File: src/rtl/line_writeback.sv
// line_writeback: drains victim-cache lines to memory as AXI INCR bursts.
// Tracks the in-flight line label so the miss path can stall on a hazard.

module line_writeback #(
    parameter  int LINE_WIDTH       = 256,
    parameter  int DATA_WIDTH       = 32,
    localparam int LINE_BYTE_OFFSET = $clog2(LINE_WIDTH / 8),
    localparam int LABEL_WIDTH      = 32 - LINE_BYTE_OFFSET,
    localparam int BEATS            = LINE_WIDTH / DATA_WIDTH,
    localparam int CNT_WIDTH        = (BEATS > 1) ? $clog2(BEATS) : 1
) (
    input  logic                              clk,
    input  logic                              rst,
    input  logic [LABEL_WIDTH+LINE_WIDTH-1:0] rline,
    input  logic                              empty,
    output logic                              pop,
    output logic [31:0]                       awaddr,
    output logic [7:0]                        awlen,
    output logic [2:0]                        awsize,
    output logic [1:0]                        awburst,
    output logic                              awvalid,
    input  logic                              awready,
    output logic [DATA_WIDTH-1:0]             wdata,
    output logic [DATA_WIDTH/8-1:0]           wstrb,
    output logic                              wlast,
    output logic                              wvalid,
    input  logic                              wready,
    input  logic [1:0]                        bresp,
    input  logic                              bvalid,
    output logic                              bready,
    output logic                              inflight_valid,
    output logic [LABEL_WIDTH-1:0]            inflight_label,
    output logic                              bus_err
);

    typedef enum logic [1:0] {
        IDLE,
        ADDR,
        DATA,
        RESP
    } state_t;

    localparam logic [CNT_WIDTH-1:0] LAST = CNT_WIDTH'(BEATS - 1);

    state_t                             state_q, state_d;
    logic [CNT_WIDTH-1:0]               cnt_q, cnt_d;
    logic [CNT_WIDTH-1:0]               cnt_nxt;
    logic [LABEL_WIDTH-1:0]             label_q, label_d;
    logic [BEATS-1:0][DATA_WIDTH-1:0]   data_q, data_d;
    logic                               awvalid_q, awvalid_d;
    logic                               wvalid_q, wvalid_d;
    logic                               wlast_q, wlast_d;
    logic                               bready_q, bready_d;
    logic                               inflight_q, inflight_d;
    logic                               bus_err_q, bus_err_d;

    // Pop is only offered while idle and out of reset.
    assign pop = rst && (state_q == IDLE) && !empty;

    assign cnt_nxt = cnt_q + CNT_WIDTH'(1);

    assign awaddr         = {label_q, {LINE_BYTE_OFFSET{1'b0}}};
    assign awlen          = 8'(BEATS - 1);
    assign awsize         = 3'($clog2(DATA_WIDTH / 8));
    assign awburst        = 2'b01;
    assign awvalid        = awvalid_q;
    assign wdata          = data_q[cnt_q];
    assign wstrb          = '1;
    assign wlast          = wlast_q;
    assign wvalid         = wvalid_q;
    assign bready         = bready_q;
    assign inflight_valid = inflight_q;
    assign inflight_label = label_q;
    assign bus_err        = bus_err_q;

    // Next-state and next-output logic for the burst sequencer.
    always_comb begin
        state_d    = state_q;
        cnt_d      = cnt_q;
        label_d    = label_q;
        data_d     = data_q;
        awvalid_d  = awvalid_q;
        wvalid_d   = wvalid_q;
        wlast_d    = wlast_q;
        bready_d   = bready_q;
        inflight_d = inflight_q;
        bus_err_d  = 1'b0;
        unique case (state_q)
            IDLE: begin
                if (pop) begin
                    label_d    = rline[LINE_WIDTH +: LABEL_WIDTH];
                    data_d     = rline[LINE_WIDTH-1:0];
                    inflight_d = 1'b1;
                    awvalid_d  = 1'b1;
                    state_d    = ADDR;
                end
            end
            ADDR: begin
                if (awready) begin
                    awvalid_d = 1'b0;
                    cnt_d     = '0;
                    wvalid_d  = 1'b1;
                    wlast_d   = (BEATS == 1);
                    state_d   = DATA;
                end
            end
            DATA: begin
                if (wready) begin
                    if (cnt_q == LAST) begin
                        wvalid_d = 1'b0;
                        wlast_d  = 1'b0;
                        bready_d = 1'b1;
                        state_d  = RESP;
                    end else begin
                        cnt_d   = cnt_nxt;
                        wlast_d = (cnt_nxt == LAST);
                    end
                end
            end
            RESP: begin
                if (bvalid) begin
                    bready_d   = 1'b0;
                    inflight_d = 1'b0;
                    bus_err_d  = (bresp != 2'b00);
                    state_d    = IDLE;
                end
            end
            default: state_d = IDLE;
        endcase
    end

    // State, counter, line buffer and registered outputs.
    always_ff @(posedge clk or negedge rst) begin
        if (!rst) begin
            state_q    <= IDLE;
            cnt_q      <= '0;
            label_q    <= '0;
            data_q     <= '0;
            awvalid_q  <= 1'b0;
            wvalid_q   <= 1'b0;
            wlast_q    <= 1'b0;
            bready_q   <= 1'b0;
            inflight_q <= 1'b0;
            bus_err_q  <= 1'b0;
        end else begin
            state_q    <= state_d;
            cnt_q      <= cnt_d;
            label_q    <= label_d;
            data_q     <= data_d;
            awvalid_q  <= awvalid_d;
            wvalid_q   <= wvalid_d;
            wlast_q    <= wlast_d;
            bready_q   <= bready_d;
            inflight_q <= inflight_d;
            bus_err_q  <= bus_err_d;
        end
    end

endmodule

File: config.mk
export PLATFORM = sky130hd
export DESIGN_NAME = line_writeback
export DESIGN_NICKNAME = d
export VERILOG_FILES = /design/src/rtl/line_writeback.sv
export SDC_FILE = /design/constraint.sdc
export NUM_CORES = 1
export LEC_CHECK = 0
export ABC_AREA = 0
export BUFFER_PORTS_ARGS = -buffer_cell sky130_fd_sc_hd__buf_2
export CAP_MARGIN = 40
export CORE_ASPECT_RATIO = 0.9
export CORE_MARGIN = 2
export CORE_UTILIZATION = 40
export DETAILED_ROUTE_END_ITERATION = 6
export PLACE_DENSITY = 0.76
export REMOVE_ABC_BUFFERS = 1
export SLEW_MARGIN = 20
export SYNTH_ARGS = -nofsm -noshare
export SYNTH_HDL_FRONTEND = slang
export SYNTH_SLANG_ARGS = --single-unit
export TNS_END_PERCENT = 20
File: constraint.sdc
create_clock -name clk -period 3.92 [get_ports clk]
set_input_delay 0.784 -clock clk [delete_from_list [all_inputs] [get_ports clk]]
set_output_delay 0.784 -clock clk [all_outputs]
set_load 0.02 [all_outputs]
# After elaboration in Yosys (flattened, before gate mapping)
# Cells that the tools add are included.
dict set report classes {
  n_mux 29
  add_sub_neg 1
  reduce_logical 17
  n_eq_ne 11
  order_cmp 1
}
# operator n
set op_table {}
lappend op_table {{$bmux 32 s3} 1}
lappend op_table {{$mux 32} 1}
lappend op_table {{$mux 1} 12}
lappend op_table {{$ne 2x2->1 const B} 6}
lappend op_table {{$reduce_and 4->1} 3}
lappend op_table {{$mux 2} 5}
lappend op_table {{$pmux 1 s2} 5}
lappend op_table {{$reduce_bool 2->1} 5}
lappend op_table {{$mux 3} 3}
lappend op_table {{$reduce_and 3->1} 3}
lappend op_table {{$pmux 2 s4} 1}
lappend op_table {{$eq 3x3->1 const B} 2}
lappend op_table {{$pmux 3 s2} 1}
lappend op_table {{$reduce_and 5->1} 1}
lappend op_table {{$eq 2x2->1 const B} 2}
lappend op_table {{$lt 3x4->1 const B} 1}
lappend op_table {{$add 3x1->3 const B} 1}
lappend op_table {{$eq 2x1->1 const B} 1}
lappend op_table {{$logic_and 1x1->1} 2}
lappend op_table {{$logic_not 2->1} 1}
lappend op_table {{$reduce_and 2->1} 1}
lappend op_table {{$logic_not 1->1} 1}
dict set report totals {
  output_inout_bits 115
  regBits 294
}

# Depth between registers and ports, before layout
# Gate-level depths: netlist of run 1.
dict set report logic_depth {
  word_depth 5
  ltp_mapped 9
}

# Worst setup path after synthesis of run 1
# No wires, ideal clock.
dict set report synth_path {
  path_kind {input-to-output}
  startpoint {input empty}
  endpoint {output pop}
  path_buffers 2
  stages 4
  slack_ns 1.606
  arrival_ns 1.530
  path_cell_list {nand3b_1 -> buf_4 -> clkinv_1 -> clkbuf_1}
}
dict set report synth_between {
  elab_chain_len 2
}
# item line_no
set synth_lines {}
lappend synth_lines {{from (decl)} 15} ;# input logic empty,
lappend synth_lines {{$logic_not 1->1} 58} ;# assign pop = rst && (state_q == IDLE) && !empty;
lappend synth_lines {{$logic_and 1x1->1} 58}
lappend synth_lines {{to (decl)} 16} ;# output logic pop,
# No other way between the ends.

# Final worst setup path of run 1
dict set report layout_path {
  startpoint {register cnt_q[0]}
  endpoint {output wdata[17]}
}
dict set report layout_between {
  elab_chain_len 2
}
# item line_no
set layout_lines {}
lappend layout_lines {{from (decl)} 46} ;# logic [CNT_WIDTH-1:0] cnt_q, cnt_d;
lappend layout_lines {{from (signal assigned)} 147} ;# cnt_q <= cnt_d;
lappend layout_lines {{$bmux 32 s3} 67} ;# assign wdata = data_q[cnt_q];
lappend layout_lines {{$mux 32 (not written as such)} 67}
lappend layout_lines {{to (decl)} 23} ;# output logic [DATA_WIDTH-1:0] wdata,
# No other way between the ends. The select of a mux whose other input is x is not followed.

==> reports/metrics.csv, run 1 <==
stage,metric,value,unit
outcome,outcome,finished clean,
clock_network,CTS tree,yes,
place,placed inst area,15500,um2
cells_and_area,Final Non-Filler Cells,2253,
grt,number of global-route vias before repair,11141,
setup_path,CP max stage delay,580,ps
sta,Max Slew Vio Count,0,
run,Max Cap Viol,0,
sta,minimum hold slack,188,ps
place,Detailed Place HPWL,24400,um
clock_network,Inserted Clock Buffers,31,
sta,Slew HR,34.7,%
cells_and_area,Finished Cell Area,16600,um2
pwr,Leak,9.10,nW
sta,post-route clock period utilization,83.2,%
die,row count,63,
sta,Setup TNS,0,ps
clock_network,Post-CTS Resized,0,
sta,RSZ-0062 raised after global routing,no,
synthesis,"Distinct cells, synth",31,
setup_path,Reg2Reg Setup Slack,1210,ps
route,detail-routed via count per cell,4.89,
grt,total congestion overflow,0,
cells_and_area,most frequent cells in the layout,"nand2_1, buf_2, dfrtp_1",
clock_network,CTS root buffer,clkbuf_16,
place,Cells after DPL,2196,
sta,Highest Clock Rate,307,MHz
grt,GRT Total Usage,20.0,%
sta,Worst-Margin Slew,979,ps
setup_path,cells along the critical path,buf_4 > mux4_2 > nand2_1 > nand2_1 > buf_2,
die,Die X,198,um
cells_and_area,Layout Area Growth over Synthesis,22.8,%
cells_and_area,n_diodes,0,
synthesis,Post-Syn Instances,1491,
synthesis,share of the yosys chip area belonging to registers,54.6,%
grt,largest net degree at the start of global routing,213,
synthesis,synthesized flop and latch total,294,
setup_path,WP depth,5,
route,via count,11012,
setup_path,Crit path buffers/inverters,2,
route,Detailed Route WL,35500,um
synthesis,Mapped Area,13500,um2
clock_network,"Hold-fix buffers, CTS",0,
setup_path,most frequent CP cell,nand2_1,
setup_path,Crit. End Element,output port,
sta,Fin. Hold Viols,0,
setup_path,R2R depth,7,
cells_and_area,layout cells sized above 1,28.5,%
die,core area,33100,um2
route,routed len/inst,15.8,um
clock_network,CTS Sinks,294,
pwr,Max VDD drop,465,uV
clock_network,H-tree Lvls,1,
synthesis,synthesized area per cell,9.04,um2
clock_network,Max Root-Sink Buffers,3,
place,I/O Buffers,383,
setup_path,Worst Setup SP,cnt_q[0]$_DFFE_PN0P_,
clock_network,clk_lat worst skew,570,ps
setup_path,CP max stage cell,mux4_2,
setup_path,CP required,3140,ps
grt,first-pass GRT wire length,56400,um
sta,Setup-failing EPs final,0,
die,IO Pins,406,
hold_path,HP Class,primary input to asynchronous set/reset pin,
cells_and_area,nets,2105,
place,gpl congestion,0.789,
die,Starting Density,40.7,%
setup_path,Setup crit start kind,flip-flop,
setup_path,Crit path max-delay family,buffers and inverters,
setup_path,R2R Path Start,state_q[0]$_DFFE_PN0P_,
route,Pre-antenna DRT Iters,5,
route,DRC Markers,0,
pwr,power per standard cell area,801,nW/um2
grt,antenna violations before repair,3,
setup_path,critical path class,flip-flop to output port,
setup_path,CP Max Fanout,33,
sta,post-route minimum period,3260,ps
setup_path,worst r2r dst,data_q[214]$_DFFE_PN0P_,
synthesis,Yosys Warn Count,0,
cells_and_area,"most common cell after layout, fill and taps aside",nand2_1,
route,DR iter-0 viols,548,
clock_network,clk slew on worst S/H paths,60,ps
sta,clk_skew,26.3,ps
die,Die Span Y,178,um
die,Total Die Area,35200,um2
setup_path,CP Data Arrival Time,2480,ps
route,Final ANT Viol Nets,0,
clock_network,# Post-CTS Setup Buffers,0,
area by class of cell:
type	instances	area, um2
clock buffers	43	901
clock inverters	14	191
fillers	3039	16500
inverters	8	37.5
multi-input cells	1074	5380
flip-flops and latches	294	7370
well taps	422	528
repair buffers	398	2160
through the flow:
stage	total power, mW	worst slack (ps)	utilization [%]
2_1_floorplan	8.68	-9880	-
5_1_grt	14.2	510	50.0
6_report	13.3	660	50.0
4_1_cts	13.4	589	50.0
3_5_place_dp	10.2	1180	46.7
3_3_place_gp	10.0	1200	46.5
cell usage after synthesis:
library cell	n	area share, %
dfrtp_1	294	55
clkbuf_1	32	0.89
buf_1	7	0.19
a31oi_1	1	0.046
nand2b_1	3	0.14
o41ai_1	1	0.065
o211ai_1	1	0.056
a21o_1	1	0.056
or3_1	1	0.046
buf_6	5	0.42
mux2_2	1	0.084
nand3b_1	1	0.056
nand3_1	1	0.037
buf_2	38	1.4
o21ai_0	2	0.074
o22ai_1	1	0.046
o32ai_1	1	0.065
o2111ai_1	1	0.065
a32oi_1	1	0.065
a22o_1	2	0.13
inv_1	7	0.19
nand2_1	954	27
ha_1	7	0.65
clkinv_1	1	0.028
conb_1	2	0.056
a21oi_1	2	0.074
o2bb2ai_1	2	0.13
mux4_2	64	11
mux2i_1	1	0.074
buf_4	53	3.0
nor2_1	3	0.084
power breakdown:
part | total (mW) | internal [mW] | switching (mW)
Clock | 3.10 | 1.87 | 1.24
Combinational | 4.89 | 2.09 | 2.80
Sequential | 5.27 | 4.43 | 0.838
cells by family after synthesis:
| group | Yosys count | synth area share, % |
|---|---|---|
| and+or+nand+nor | 963 | 26.9 |
| DFF | 294 | 54.6 |
| buffers and inverters | 143 | 6.09 |
| muxes | 66 | 10.8 |
| AOI/OAI and AO/OA | 16 | 0.873 |
| adders and majority gates | 7 | 0.650 |
| other | 2 | 0.0557 |
state kept, by name, indices dropped and copies added (netlist names):
| register | cells |
|---|---|
| awvalid | 1 |
| state_q | 2 |
| bus_err | 1 |
| bready | 1 |
| wvalid | 1 |
| data_q | 256 |
| inflight_valid | 1 |
| wlast | 1 |
| cnt_q | 3 |
| inflight_label | 27 |
metal layers:
layer,vias up,track usage (%),wire (um)
li1,5229,-,-
met1,5319,26.7,15200
met2,396,33.6,17000
met3,64,4.39,2490
met4,4,4.79,757
met5,-,0,23
how the worst max path moves through the flow:
stage	slack, ps	to
after floorplan	-9880	pop
after global placement	1200	wdata[26]
after detailed placement	1180	wdata[26]
after CTS	590	wdata[26]
after global routing	510	wdata[26]
final	660	wdata[17]
(Power assumes the default switching activity.)
==> run 2: changes to the inputs <==
Clock period 3.92 ns to 3.1 ns, I/O delays scaled along.
==> reports/metrics.csv, run 2 (synthesis gave the netlist of run 1 again) <==
stage,metric,value,unit
route,routed len/inst,15.7,um
setup_path,Setup crit start kind,flip-flop,
sta,Worst-Margin Slew,946,ps
cells_and_area,max reg flops,256,
cells_and_area,Layout Area Growth over Synthesis,23.4,%
place,gpl congestion,0.791,
sta,post-route minimum period,2900,ps
grt,largest net degree at the start of global routing,156,
grt,number of global-route vias before repair,11045,
clock_network,clk slew on worst S/H paths,60,ps
die,row count,63,
setup_path,Crit path max-delay family,flip-flops,
setup_path,most frequent CP cell,nand2_1,
die,Total Die Area,35200,um2
setup_path,CP required,2480,ps
clock_network,Max Root-Sink Buffers,3,
sta,clk_skew,13.9,ps
place,Cells after DPL,2194,
grt,first-pass GRT wire length,56100,um
cells_and_area,Reg with most FFs,data_q,
sta,Max Slew Vio Count,0,
sta,Setup-failing EPs final,0,
hold_path,HP Class,primary input to asynchronous set/reset pin,
cells_and_area,Final Non-Filler Cells,2255,
clock_network,H-tree Lvls,2,
sta,Setup TNS,0,ps
cells_and_area,most frequent cells in the layout,"nand2_1, buf_2, dfrtp_1",
sta,Slew HR,36.9,%
clock_network,Inserted Clock Buffers,34,
route,Final ANT Viol Nets,0,
sta,post-route clock period utilization,93.6,%
run,Max Cap Viol,0,
clock_network,clk_lat worst skew,520,ps
pwr,Leak,9.14,nW
cells_and_area,Filler cells,3042,
die,core area,33100,um2
setup_path,critical path class,flip-flop to output port,
cells_and_area,layout cells sized above 1,28.4,%
die,Die Span Y,178,um
outcome,outcome,finished clean,
setup_path,CP max stage cell,dfrtp_4,
pwr,power per standard cell area,1020,nW/um2
sta,Fin. Hold Viols,0,
grt,antenna violations before repair,7,
cells_and_area,nets,2106,
clock_network,CTS root buffer,clkbuf_16,
clock_network,Post-CTS Resized,0,
setup_path,CP Max Fanout,35,
route,Pre-antenna DRT Iters,5,
setup_path,Crit path buffers/inverters,2,
route,detail-routed via count per cell,4.86,
grt,total congestion overflow,0,
pwr,Max VDD drop,612,uV
setup_path,CP Data Arrival Time,2280,ps
route,DR iter-0 viols,614,
route,DRC Markers,0,
sta,RSZ-0062 raised after global routing,no,
clock_network,CTS Sinks,294,
setup_path,Crit. End Element,output port,
setup_path,CP max stage delay,800,ps
clock_network,"Hold-fix buffers, CTS",0,
place,Detailed Place HPWL,23900,um
clock_network,# Post-CTS Setup Buffers,0,
die,Die X,198,um
die,Starting Density,40.7,%
pwr,power after layout,17.0,mW
sta,Highest Clock Rate,345,MHz
die,IO Pins,406,
route,Detailed Route WL,35500,um
grt,GRT Total Usage,20.1,%
place,I/O Buffers,383,
cells_and_area,"most common cell after layout, fill and taps aside",nand2_1,
setup_path,cells along the critical path,buf_12 > mux4_2 > nand2_1 > nand2_1 > buf_2,
clock_network,CTS tree,yes,
route,via count,10965,
run 2: cell types whose count changed in the layout (fill, tap and decap cells not counted), moves of 2 or more:
cell	delta
buf_4	-2
bufinv_16	-2
clkbuf_16	+6
clkinvlp_4	-2
run 2: worst reg2reg max path, stage by stage (launching register included):
cell	delay [ps]
dfrtp_1	400
inv_1	110
ha_1	260
nand3b_1	240
inv_8	220
buf_12	390
nand2_1	370
nand2_1	120
run 2: worst paths after layout:
| check | start | endpoint | slack [ps] | depth (start not counted) |
|---|---|---|---|---|
| max | cnt_q[1]$_DFFE_PN0P_ | wdata[13] | 200 | 5 |
| min | rst | data_q[107]$_DFFE_PN0P_ | 220 | 2 |
| max reg2reg | state_q[0]$_DFFE_PN0P_ | data_q[116]$_DFFE_PN0P_ | 920 | 7 |
| min reg2reg | data_q[76]$_DFFE_PN0P_ | data_q[76]$_DFFE_PN0P_ | 470 | 2 |
| max in group asynchronous | rst | data_q[58]$_DFFE_PN0P_ | 2130 | 2 |
| min in group clk | rline[233] | data_q[233]$_DFFE_PN0P_ | 290 | 3 |
run 2: where the power goes:
part / switching, mW / internal (mW) / total, mW
combinational: 3.49 / 2.66 / 6.14
sequential: 1.11 / 5.61 / 6.71
clock: 1.60 / 2.56 / 4.16
run 2: cell type report:
cell class / instances / area (um2) / area share [%]
timing repair buffer: 396 / 2140 / 12.8
sequential: 294 / 7370 / 44.3
tap: 422 / 528 / 3.17
clock inverter: 9 / 114 / 0.685
antenna: 1 / 2.50 / 0.0150
inverter: 8 / 37.5 / 0.226
clock buffer: 51 / 1070 / 6.42
multi-input combinational: 1074 / 5380 / 32.3
run 2: per-stage QoR:
stage	worst slack, ps	utilization [%]	hold slack (ps)	cell area (um2)
floorplan	-10370	-	324	12800
global placement	760	46.7	452	15400
detailed placement	727	46.7	457	15400
CTS	169	50.2	262	16600
global route	111	50.2	255	16600
finish	199	50.2	216	16600
run 2: per-layer routing:
metal	global-route usage [%]	vias up	routed length [um]
met1	26.2	5257	14800
met5	0	-	39
met3	4.84	68	2680
met2	33.2	404	17200
li1	-	5230	-
met4	6.23	6	722
